===== src/rtl/lfsr_pkg.sv =====
// Shared definitions for the lfsr block and its command sequencer.
// Holds the sequencer state encoding, default widths and the feedback tap table.
package lfsr_pkg;

  localparam int unsigned LFSR_N_DEFAULT  = 4;
  localparam int unsigned LFSR_CW_DEFAULT = 16;

  typedef enum logic [1:0] {
    IDLE = 2'd0,
    LOAD = 2'd1,
    RUN  = 2'd2,
    RESP = 2'd3
  } lfsr_seq_state_t;

  // Maximal-length tap masks for a left-shifting Fibonacci LFSR
  function automatic logic [31:0] lfsr_taps(input int unsigned n);
    logic [31:0] taps;
    case (n)
      3:       taps = 32'h0000_0006;
      4:       taps = 32'h0000_000C;
      5:       taps = 32'h0000_0014;
      6:       taps = 32'h0000_0030;
      7:       taps = 32'h0000_0060;
      8:       taps = 32'h0000_00B8;
      default: taps = 32'h0000_000C;
    endcase
    return taps;
  endfunction

endpackage


===== src/rtl/lfsr_seq_ctrl.sv =====
// Command sequencer for the lfsr: loads a seed, lets the lfsr advance a fixed
// number of steps, then returns the resulting word with wrap and error flags.
module lfsr_seq_ctrl
  import lfsr_pkg::*;
#(
  parameter int unsigned N  = LFSR_N_DEFAULT,
  parameter int unsigned CW = LFSR_CW_DEFAULT
) (
  input  logic          clk,
  input  logic          reset,
  input  logic          cmd_valid,
  output logic          cmd_ready,
  input  logic [N-1:0]  cmd_seed,
  input  logic [CW-1:0] cmd_steps,
  output logic          load_seed,
  output logic [N-1:0]  seed_data,
  input  logic [N-1:0]  lfsr_data,
  output logic          rsp_valid,
  input  logic          rsp_ready,
  output logic [N-1:0]  rsp_data,
  output logic          rsp_wrapped,
  output logic          rsp_err,
  output logic          busy
);

  lfsr_seq_state_t state;
  lfsr_seq_state_t state_d;

  logic [CW-1:0] steps_q;
  logic [CW-1:0] cnt_q;
  logic          wrap_q;
  logic          first_q;

  logic [N-1:0]  seed_data_d;
  logic [CW-1:0] steps_d;
  logic [CW-1:0] cnt_d;
  logic          wrap_d;
  logic          first_d;
  logic [N-1:0]  rsp_data_d;
  logic          rsp_wrapped_d;
  logic          rsp_err_d;

  logic accept_c;
  logic seed_zero_c;
  logic hit_c;

  assign accept_c    = cmd_valid && cmd_ready;
  assign seed_zero_c = (cmd_seed == '0);
  // The first RUN cycle always shows the seed just loaded, so it never counts as a wrap
  assign hit_c       = !first_q && (lfsr_data == seed_data);

  // State register
  always_ff @(posedge clk) begin
    if (reset) begin
      state <= IDLE;
    end else begin
      state <= state_d;
    end
  end

  // Next-state logic
  always_comb begin
    state_d = state;
    case (state)
      IDLE: begin
        if (accept_c) begin
          state_d = seed_zero_c ? RESP : LOAD;
        end
      end
      LOAD: state_d = RUN;
      RUN: begin
        if (cnt_q == '0) begin
          state_d = RESP;
        end
      end
      RESP: begin
        if (rsp_ready) begin
          state_d = IDLE;
        end
      end
      default: state_d = IDLE;
    endcase
  end

  // Datapath and result next values
  always_comb begin
    seed_data_d   = seed_data;
    steps_d       = steps_q;
    cnt_d         = cnt_q;
    wrap_d        = wrap_q;
    first_d       = first_q;
    rsp_data_d    = rsp_data;
    rsp_wrapped_d = rsp_wrapped;
    rsp_err_d     = rsp_err;
    case (state)
      IDLE: begin
        if (accept_c) begin
          seed_data_d   = cmd_seed;
          steps_d       = cmd_steps;
          rsp_data_d    = '0;
          rsp_wrapped_d = 1'b0;
          rsp_err_d     = seed_zero_c;
        end
      end
      LOAD: begin
        cnt_d   = steps_q;
        wrap_d  = 1'b0;
        first_d = 1'b1;
      end
      RUN: begin
        first_d = 1'b0;
        if (hit_c) begin
          wrap_d = 1'b1;
        end
        if (cnt_q == '0) begin
          rsp_data_d    = lfsr_data;
          rsp_wrapped_d = wrap_q || hit_c;
          rsp_err_d     = 1'b0;
        end else begin
          cnt_d = cnt_q - CW'(1);
        end
      end
      default: begin
      end
    endcase
  end

  // Registered outputs derived from the upcoming state, plus datapath storage
  always_ff @(posedge clk) begin
    if (reset) begin
      cmd_ready   <= 1'b1;
      busy        <= 1'b0;
      load_seed   <= 1'b0;
      rsp_valid   <= 1'b0;
      seed_data   <= '0;
      steps_q     <= '0;
      cnt_q       <= '0;
      wrap_q      <= 1'b0;
      first_q     <= 1'b0;
      rsp_data    <= '0;
      rsp_wrapped <= 1'b0;
      rsp_err     <= 1'b0;
    end else begin
      cmd_ready   <= (state_d == IDLE);
      busy        <= (state_d != IDLE);
      load_seed   <= (state_d == LOAD);
      rsp_valid   <= (state_d == RESP);
      seed_data   <= seed_data_d;
      steps_q     <= steps_d;
      cnt_q       <= cnt_d;
      wrap_q      <= wrap_d;
      first_q     <= first_d;
      rsp_data    <= rsp_data_d;
      rsp_wrapped <= rsp_wrapped_d;
      rsp_err     <= rsp_err_d;
    end
  end

endmodule


===== config.mk =====
export PLATFORM = sky130hd
export DESIGN_NAME = lfsr_seq_ctrl
export DESIGN_NICKNAME = d
export VERILOG_FILES = /design/src/rtl/lfsr_pkg.sv /design/src/rtl/lfsr_seq_ctrl.sv
export SDC_FILE = /design/constraint.sdc
export NUM_CORES = 1
export LEC_CHECK = 0
export ABC_AREA = 1
export CORE_UTILIZATION = 46
export DETAILED_ROUTE_END_ITERATION = 8
export HOLD_SLACK_MARGIN = 0.15
export PLACE_DENSITY = 0.78
export SYNTH_ARGS = -nofsm -noshare
export SYNTH_HDL_FRONTEND = slang
export SYNTH_SLANG_ARGS = --single-unit

===== constraint.sdc =====
create_clock -name clk -period 2 [get_ports clk]
set_input_delay 0.4 -clock clk [delete_from_list [all_inputs] [get_ports clk]]
set_output_delay 0.4 -clock clk [all_outputs]
set_load 0.01 [all_outputs]

Yosys cells after proc, flatten, opt, wreduce, memory -nomap -nowiden
Index checks and enable logic that the tools add are counted.
Operators by class
  multiplexer cells: 19
  add/sub/neg operators: 1
  equality and inequality tests: 10
  reduce and logical (&&, ||, !) cells: 15
Operators with widths (count)
  case mux 16 bit (2 select lines): 1
  logical NOT 16 bit: 1
  2-to-1 mux 16 bit: 1
  subtractor 16 x 1 -> 16 bit, second input constant: 1
  2-to-1 mux 2 bit: 4
  2-to-1 mux 4 bit: 2
  inequality test 2 bit, second input constant: 4
  case mux 1 bit (2 select lines): 4
  case mux 2 bit (4 select lines): 1
  case mux 4 bit (2 select lines): 1
  == test 2 bit, second input constant: 3
  AND reduction 2 bit: 3
  nonzero test 2 bit: 3
  2-to-1 mux 1 bit: 5
  == test 2 x 1 -> 1 bit, second input constant: 2
  == test 4 bit: 1
  logical NOT 2 bit: 2
  logical NOT 4 bit: 1
  AND reduction 3 bit: 1
  logical AND 1 bit: 2
  logical NOT 1 bit: 1
  logical OR 1 bit: 1
Storage, ports and cells
  output and inout port bits: 14
  input port bits: 28
  word-level logic and storage cells: 58
  bits in registers: 50

Depth between registers and ports, before layout
Gate-level depths: netlist of the first run.
  depth in word-level cells: 5
  depth in mapped cells: 13
  mapped depth without buffers: 13

Worst setup path after synthesis of the first run
No wires, ideal clock.
  kind: register to register
  start: reg state[0]
  end: reg cnt_q[3]
  arrival: 1.370 ns
  buffers on the path: 2
  setup time: 0.122 ns
  data required time: 1.878 ns
  path slack: 0.508 ns
  stages on the path, launching flop included: 9
  cells stage by stage: dfxtp_1 > inv_1 > ha_1 > buf_2 > clkbuf_1 > o21ai_0 > nand2_4 > nand2_2 > a21oi_2
On the way
  longest elaborated chain between the ends: 3
  elaborated cells between the ends (all ways): 6
  classes of those cells: eq/ne: 3; mux: 1; reduce/logical: 2
RTL lines
  start: declaration: RTL line lfsr_seq_ctrl.sv:26  | lfsr_seq_state_t state;
  start signal: assignment: RTL line lfsr_seq_ctrl.sv:57  | state <= state_d;
  == test 2 bit / == test 2 x 1 -> 1 bit (equally long branches): RTL line lfsr_seq_ctrl.sv:95  | case (state)
  inequality test 2 bit (no source line) / nonzero test 2 bit (equally long branches)
  AND reduction 2 bit (no source line)
  end signal: assignment: RTL line lfsr_seq_ctrl.sv:150  | cnt_q <= cnt_d;
  end: declaration: RTL line lfsr_seq_ctrl.sv:30  | logic [CW-1:0] cnt_q;
Several ways; a longest one is shown, not always the timed one.
A chain may end at the register's enable or synchronous reset.

Worst setup path in the final report of the first run
  start: reg state[0]
  end: reg cnt_q[10]
Same word-level chain as after synthesis.

==> results of run 1 <==
## report_power, final
part,switching [W],internal [W]
clock,0.000341,0.000241
combinational,0.000905,0.000588
sequential,0.000140,0.00119
total,0.00139,0.00202
## worst min-delay path by stage
stage	slack (ps)	endpoint	cells past startpoint	from
floorplan	420	steps_q[7]$_SDFFE_PP0P_	2	steps_q[7]$_SDFFE_PP0P_
global route	480	steps_q[9]$_SDFFE_PP0P_	2	steps_q[9]$_SDFFE_PP0P_
CTS	460	steps_q[9]$_SDFFE_PP0P_	2	steps_q[9]$_SDFFE_PP0P_
global placement	440	steps_q[9]$_SDFFE_PP0P_	2	steps_q[9]$_SDFFE_PP0P_
detailed placement	440	steps_q[9]$_SDFFE_PP0P_	2	steps_q[9]$_SDFFE_PP0P_
finish	460	steps_q[9]$_SDFFE_PP0P_	2	steps_q[9]$_SDFFE_PP0P_
## cells by family after synthesis
family / share of synthesized area (%)
adder cells (fa/ha/maj): 2.92
XOR/XNOR: 1.02
AND/OR/NAND/NOR: 32.0
buffers and inverters: 8.82
flip-flops: 39.0
AO/OA/AOI/OAI: 16.3
## final cells by class
type	instances	share of cell area (%)
Clock inverter	1	0.240
Tap cell	70	2.79
Timing Repair Buffer	48	15.2
Inverter	40	4.79
Sequential cell	50	31.9
Clock buffer	6	2.32
Multi-Input combinational cell	282	42.8
## worst max-delay path: stages (launching register included)
cell,delay (ps)
dfxtp_1,360
inv_1,100
ha_1,240
buf_4,310
nand3_1,110
nor2_1,180
nand2_1,70
o21ai_0,70
nand2_1,60
nand2_1,50
a21oi_1,30
## layout by cell type (no fill, tap or decap)
cell and count:
nand3_1 16, o21bai_1 1, xor2_1 3, nor2_2 6, nand2_4 3, ha_1 6, nor3_1 3, o21ai_0 41
clkbuf_1 1, nand2_2 4, inv_2 1, clkbuf_8 5, nand2_1 76, buf_12 1, dfxtp_1 50, nor2_4 1
inv_1 39, a21oi_2 1, nand3_2 1, o21a_1 1, buf_4 6, a21oi_1 30, clkdlybuf4s50_1 41, clkinvlp_4 1
nor2_1 78, nand3b_1 4, o21ai_2 1, o21ai_1 6
## registers in the layout, indices dropped and copies added, names as in the netlist
| signal | cells |
|---|---|
| rsp_data | 4 |
| state | 2 |
| steps_q | 16 |
| cmd_ready | 1 |
| busy | 1 |
| load_seed | 1 |
| rsp_wrapped | 1 |
| rsp_valid | 1 |
| first_q | 1 |
| wrap_q | 1 |
| rsp_err | 1 |
| cnt_q | 16 |
| seed_data | 4 |
## per-stage QoR
step | hold slack (ps) | worst slack [ps] | utilization [%] | total power (W)
6_report | 457 | 294 | 59.8 | 0.00341
5_1_grt | 484 | 139 | 59.8 | 0.00368
4_1_cts | 456 | 307 | 59.8 | 0.00341
3_5_place_dp | 442 | 199 | 58.3 | 0.00282
3_3_place_gp | 437 | 219 | 58.3 | 0.00279
2_1_floorplan | 425 | 508 | - | 0.00240
## metal layers
metal	share of wire [%]	vias up	wire, um	GRT usage, %
li1	-	1299	-	-
met1	49	1137	3010	28.5
met2	45	64	2730	35.5
met3	4.0	11	244	3.81
met4	1.5	0	93	7.31
met5	0	-	0	0
==> flow_metrics.env, run 1 <==
export IMPL_antennaDiodeCount=0
export IMPL_dieArea_um2=5880
export IMPL_ctsHoldBuffers=0
export IMPL_ys_seq_area_share_pct=39.0
export IMPL_fmax_mhz=586
export IMPL_cts_resized=0
export IMPL_rsz0062_at_grt="false"
export IMPL_synth_edf_count=0
export IMPL_cts_root_buf="clkbuf_8"
export IMPL_vias_per_cell=5.05
export IMPL_synth_largest_area_cell="dfxtp_1"
export IMPL_status="finished, final reports clean"
export IMPL_startpoint_type="flop"
export IMPL_critical_path_arrival_ps=1900
export IMPL_die_h_um=76.7
export IMPL_worstReg2RegEnd="cnt_q[10]$_SDFFE_PP0P_"
export IMPL_cts_sinks=50
export IMPL_synth_seq_cells=50
export IMPL_ys_flop_type="dfxtp_1"
export IMPL_finalHoldViolations=0
export IMPL_period_minus_slack_ps=1710
export IMPL_start_util_pct=49.0
export IMPL_hpwl_mm=4.28
export IMPL_required_ps=2200
export IMPL_syn_to_final_growth_pct=22.1
export IMPL_port_buffers=41
export IMPL_worstMarginPinSlew_ps=503
export IMPL_drv_slew=0
export IMPL_cts_htree_levels=2
export IMPL_drt_total_wl_mm=6.08
export IMPL_endpoint="cnt_q[10]$_SDFFE_PP0P_"
export IMPL_core_um2=5240
export IMPL_relSlewSlack_pct=66.2
export IMPL_gp_congestion=0.838
export IMPL_critPathLaunch="state[0]$_SDFF_PP0_"
export IMPL_drtPass1Iterations=4
export IMPL_num_fill_cells=489
export IMPL_vias=2511
export IMPL_cp_end_kind="flop"
export IMPL_rrSetupSlack_ps=290
export IMPL_grt_max_degree=36
export IMPL_setup_violations=0
export IMPL_tns_ps=0
export IMPL_layout_drive_gt1_share_pct=7.26
export IMPL_synth_warnings=0
export IMPL_rows=26
export IMPL_ant_nets=0
export IMPL_synth_top_cells_by_area="dfxtp_1, nor2_1, nand2_1"
export IMPL_syn_num_nets=421
export IMPL_antenna_found_initial=0
export IMPL_crit_type="reg2reg"
export IMPL_maxCapViolCount=0
export IMPL_first_global_vias=2306
export IMPL_hp_class="reg2reg"
export IMPL_remaining_drc_errors=0
export IMPL_clk_path_buf_depth=2
export IMPL_crit_fanout=27
export IMPL_clkTransAtPathRegs_ps=90
export IMPL_seq_area_um2=1000
export IMPL_wl_per_cell_um=12.2
export IMPL_rr_worst_depth=10
export IMPL_synth_cells=387
export IMPL_finalNonFillerCells=497
export IMPL_yosys_area_top_type_share_pct=39.0
export IMPL_yosysUniqueCellTypes=27
export IMPL_dp_cells=490
export IMPL_r2r_start="state[0]$_SDFF_PP0_"
export IMPL_clock_latency_ps=300
export IMPL_grt_usage_pct=21.6
export IMPL_power_density_nw_per_um2=1090
export IMPL_tritoncts="built"
export IMPL_clock_skew_ps=4.27
export IMPL_synthTopCellsByCount="nor2_1, nand2_1, dfxtp_1"
export IMPL_grt_ovfl_total=0
export IMPL_drt_iter0_drc=110
export IMPL_cts_setup_buffers=0
export IMPL_cts_buffers=5
export IMPL_ir_drop_v=0.000532
export IMPL_multi_input_area_um2=1340
export IMPL_finalCritPeriodShare_pct=85.3
export IMPL_syn_area_per_cell_um2=6.63
export IMPL_die_w_um=76.7
export IMPL_num_io_pins=42
export IMPL_async_flop_share_pct=0
export IMPL_fin_nets=461
export IMPL_netlist_area_um2=2570
export IMPL_final_area_um2=3130
export IMPL_yosysMostFrequentCell="nor2_1"
export IMPL_place_area_um2=3050
export IMPL_grt_pass1_wl_mm=10.3
export IMPL_leakage_nw=1.37
Note: power is estimated with default switching activity, not from simulation.
==> inputs of run 2 (changes only) <==
clock period = 1.75 ns   (was 2 ns; I/O delays follow)
==> run 2 against run 1 <==
Core utilization is 1.3 points higher; power is 21% higher; final area is 2.2% higher; die area stayed put; sequential cell count stayed put; sequential share of layout area is 0.69 points lower; final cell count is 0.40% higher; register-to-register slack worse by 170 ps.
==> flow_metrics.env, run 2 (synthesis gave the netlist of run 1 again) <==
export IMPL_cts_setup_buffers=0
export IMPL_vias_per_cell=5.00
export IMPL_pwr_share_seq_pct=37.0
export IMPL_cts_sinks=50
export IMPL_grt_pass1_wl_mm=10.1
export IMPL_finalHoldViolations=0
export IMPL_cts_htree_levels=2
export IMPL_hpwl_mm=4.35
export IMPL_remaining_drc_errors=0
export IMPL_tritoncts="built"
export IMPL_largestRegisters="cnt_q x16, steps_q x16"
export IMPL_clkTransAtPathRegs_ps=100
export IMPL_finalCritPeriodShare_pct=93.0
export IMPL_antennaDiodeCount=0
export IMPL_relSlewSlack_pct=76.1
export IMPL_cts_resized=0
export IMPL_antenna_found_initial=0
export IMPL_vias=2495
export IMPL_rows=26
export IMPL_post_route_util_pct=61.2
export IMPL_layout_drive_gt1_share_pct=8.86
export IMPL_grt_usage_pct=21.5
export IMPL_drv_slew=0
export IMPL_rsz0062_at_grt="true"
export IMPL_clock_skew_ps=7.59
export IMPL_ctsHoldBuffers=0
export IMPL_crit_fanout=13
export IMPL_ir_drop_v=0.000636
export IMPL_final_cell_mix="nor2_1, nand2_1, dfxtp_1"
export IMPL_setup_violations=0
export IMPL_die_h_um=76.7
export IMPL_gp_congestion=0.867
export IMPL_leakage_nw=1.40
export IMPL_critical_path_arrival_ps=1820
export IMPL_clk_path_buf_depth=2
export IMPL_fmax_mhz=615
export IMPL_startpoint_type="flop"
export IMPL_port_buffers=41
export IMPL_cts_buffers=5
export IMPL_syn_to_final_growth_pct=24.8
export IMPL_ant_nets=0
export IMPL_switching_power_w=0.00160
export IMPL_hold_ws_ps=457
export IMPL_finalNonFillerCells=499
export IMPL_dp_cells=491
export IMPL_hp_class="reg2reg"
export IMPL_clock_latency_ps=300
export IMPL_period_minus_slack_ps=1630
export IMPL_cts_root_buf="clkbuf_8"
export IMPL_num_io_pins=42
export IMPL_maxCapViolCount=0
export IMPL_required_ps=1940
export IMPL_die_w_um=76.7
export IMPL_dieArea_um2=5880
export IMPL_crit_type="reg2reg"
export IMPL_drt_total_wl_mm=6.11
export IMPL_fin_nets=462
export IMPL_core_um2=5240
export IMPL_first_global_vias=2235
export IMPL_worstMarginPinSlew_ps=357
export IMPL_grt_ovfl_total=0
export IMPL_p_int_w=0.00252
export IMPL_final_common_cell="nor2_1"
export IMPL_clkPwrFrac_pct=21.1
export IMPL_drtPass1Iterations=5
export IMPL_start_util_pct=49.0
export IMPL_p_sw_share_pct=38.8
export IMPL_cp_end_kind="flop"
export IMPL_status="finished, final reports clean"
export IMPL_grt_max_degree=36
export IMPL_pwr_share_comb_pct=41.9
export IMPL_power_density_nw_per_um2=1290
export IMPL_wl_per_cell_um=12.2
export IMPL_drt_iter0_drc=167
run 2: cell count changes in the layout (fill, tap and decap cells not counted):
| cell | before | now |
|---|---|---|
| clkbuf_8 | 5 | 6 |
| ha_1 | 6 | 4 |
| inv_2 | 1 | 2 |
| inv_6 | 0 | 1 |
| clkinvlp_4 | 1 | 0 |
| bufinv_16 | 0 | 1 |
| inv_1 | 39 | 37 |
| ha_2 | 0 | 2 |
| clkbuf_1 | 1 | 0 |
| inv_4 | 0 | 1 |
| buf_12 | 1 | 2 |
run 2: power groups by stage:
stage	Clock [W]	Sequential, W	Combinational [W]
6_report	0.000869	0.00153	0.00173
5_1_grt	0.000931	0.00156	0.00197
4_1_cts	0.000879	0.00152	0.00171
3_5_place_dp	0	0.00155	0.00169
3_3_place_gp	0	0.00154	0.00166
2_1_floorplan	0	0.00154	0.00120
run 2: metal layers:
layer | wire, um | global-route usage [%]
met4 | 38 | 6.54
met1 | 2880 | 28.6
met2 | 2810 | 34.4
met5 | 0 | 0
met3 | 374 | 4.76
run 2: cell type report:
type	instances	area (um^2)
Clock buffer	6	82.6
Clock inverter	2	38.8
Fill cell	493	2030
Inverter	40	153
Multi-Input combinational cell	282	1350
Sequential cell	50	1000
Tap cell	70	87.6
Timing Repair Buffer	49	495
run 2: metrics by stage:
stage	instance area [um^2]	worst slack (ps)	TNS [ps]	total power [W]
finish	3200	123	0	0.00413
detailed placement	3070	66.8	0	0.00324
floorplan	2570	258	0	0.00274
global placement	3070	109	0	0.00320
CTS	3200	70.9	0	0.00411
global route	3200	-35.8	-70.7	0.00446
run 2: path summary, 6_finish.rpt:
kind / start / to / slack [ps] / cells after the start
setup / recovery: state[0]$_SDFF_PP0_ / cnt_q[10]$_SDFFE_PP0P_ / 120 / 10
setup reg to reg: state[0]$_SDFF_PP0_ / cnt_q[10]$_SDFFE_PP0P_ / 120 / 10
hold / removal: steps_q[2]$_SDFFE_PP0P_ / steps_q[2]$_SDFFE_PP0P_ / 460 / 2
hold reg to reg: steps_q[2]$_SDFFE_PP0P_ / steps_q[2]$_SDFFE_PP0P_ / 460 / 2
run 2: critical path: stages, from the launching register on:
cell,delay (ps)
dfxtp_1,350
inv_1,100
ha_2,280
buf_4,220
nand3_1,100
nor2_1,180
nand2_1,60
o21ai_0,70
nand2_1,70
nand2_1,50
a21oi_1,30
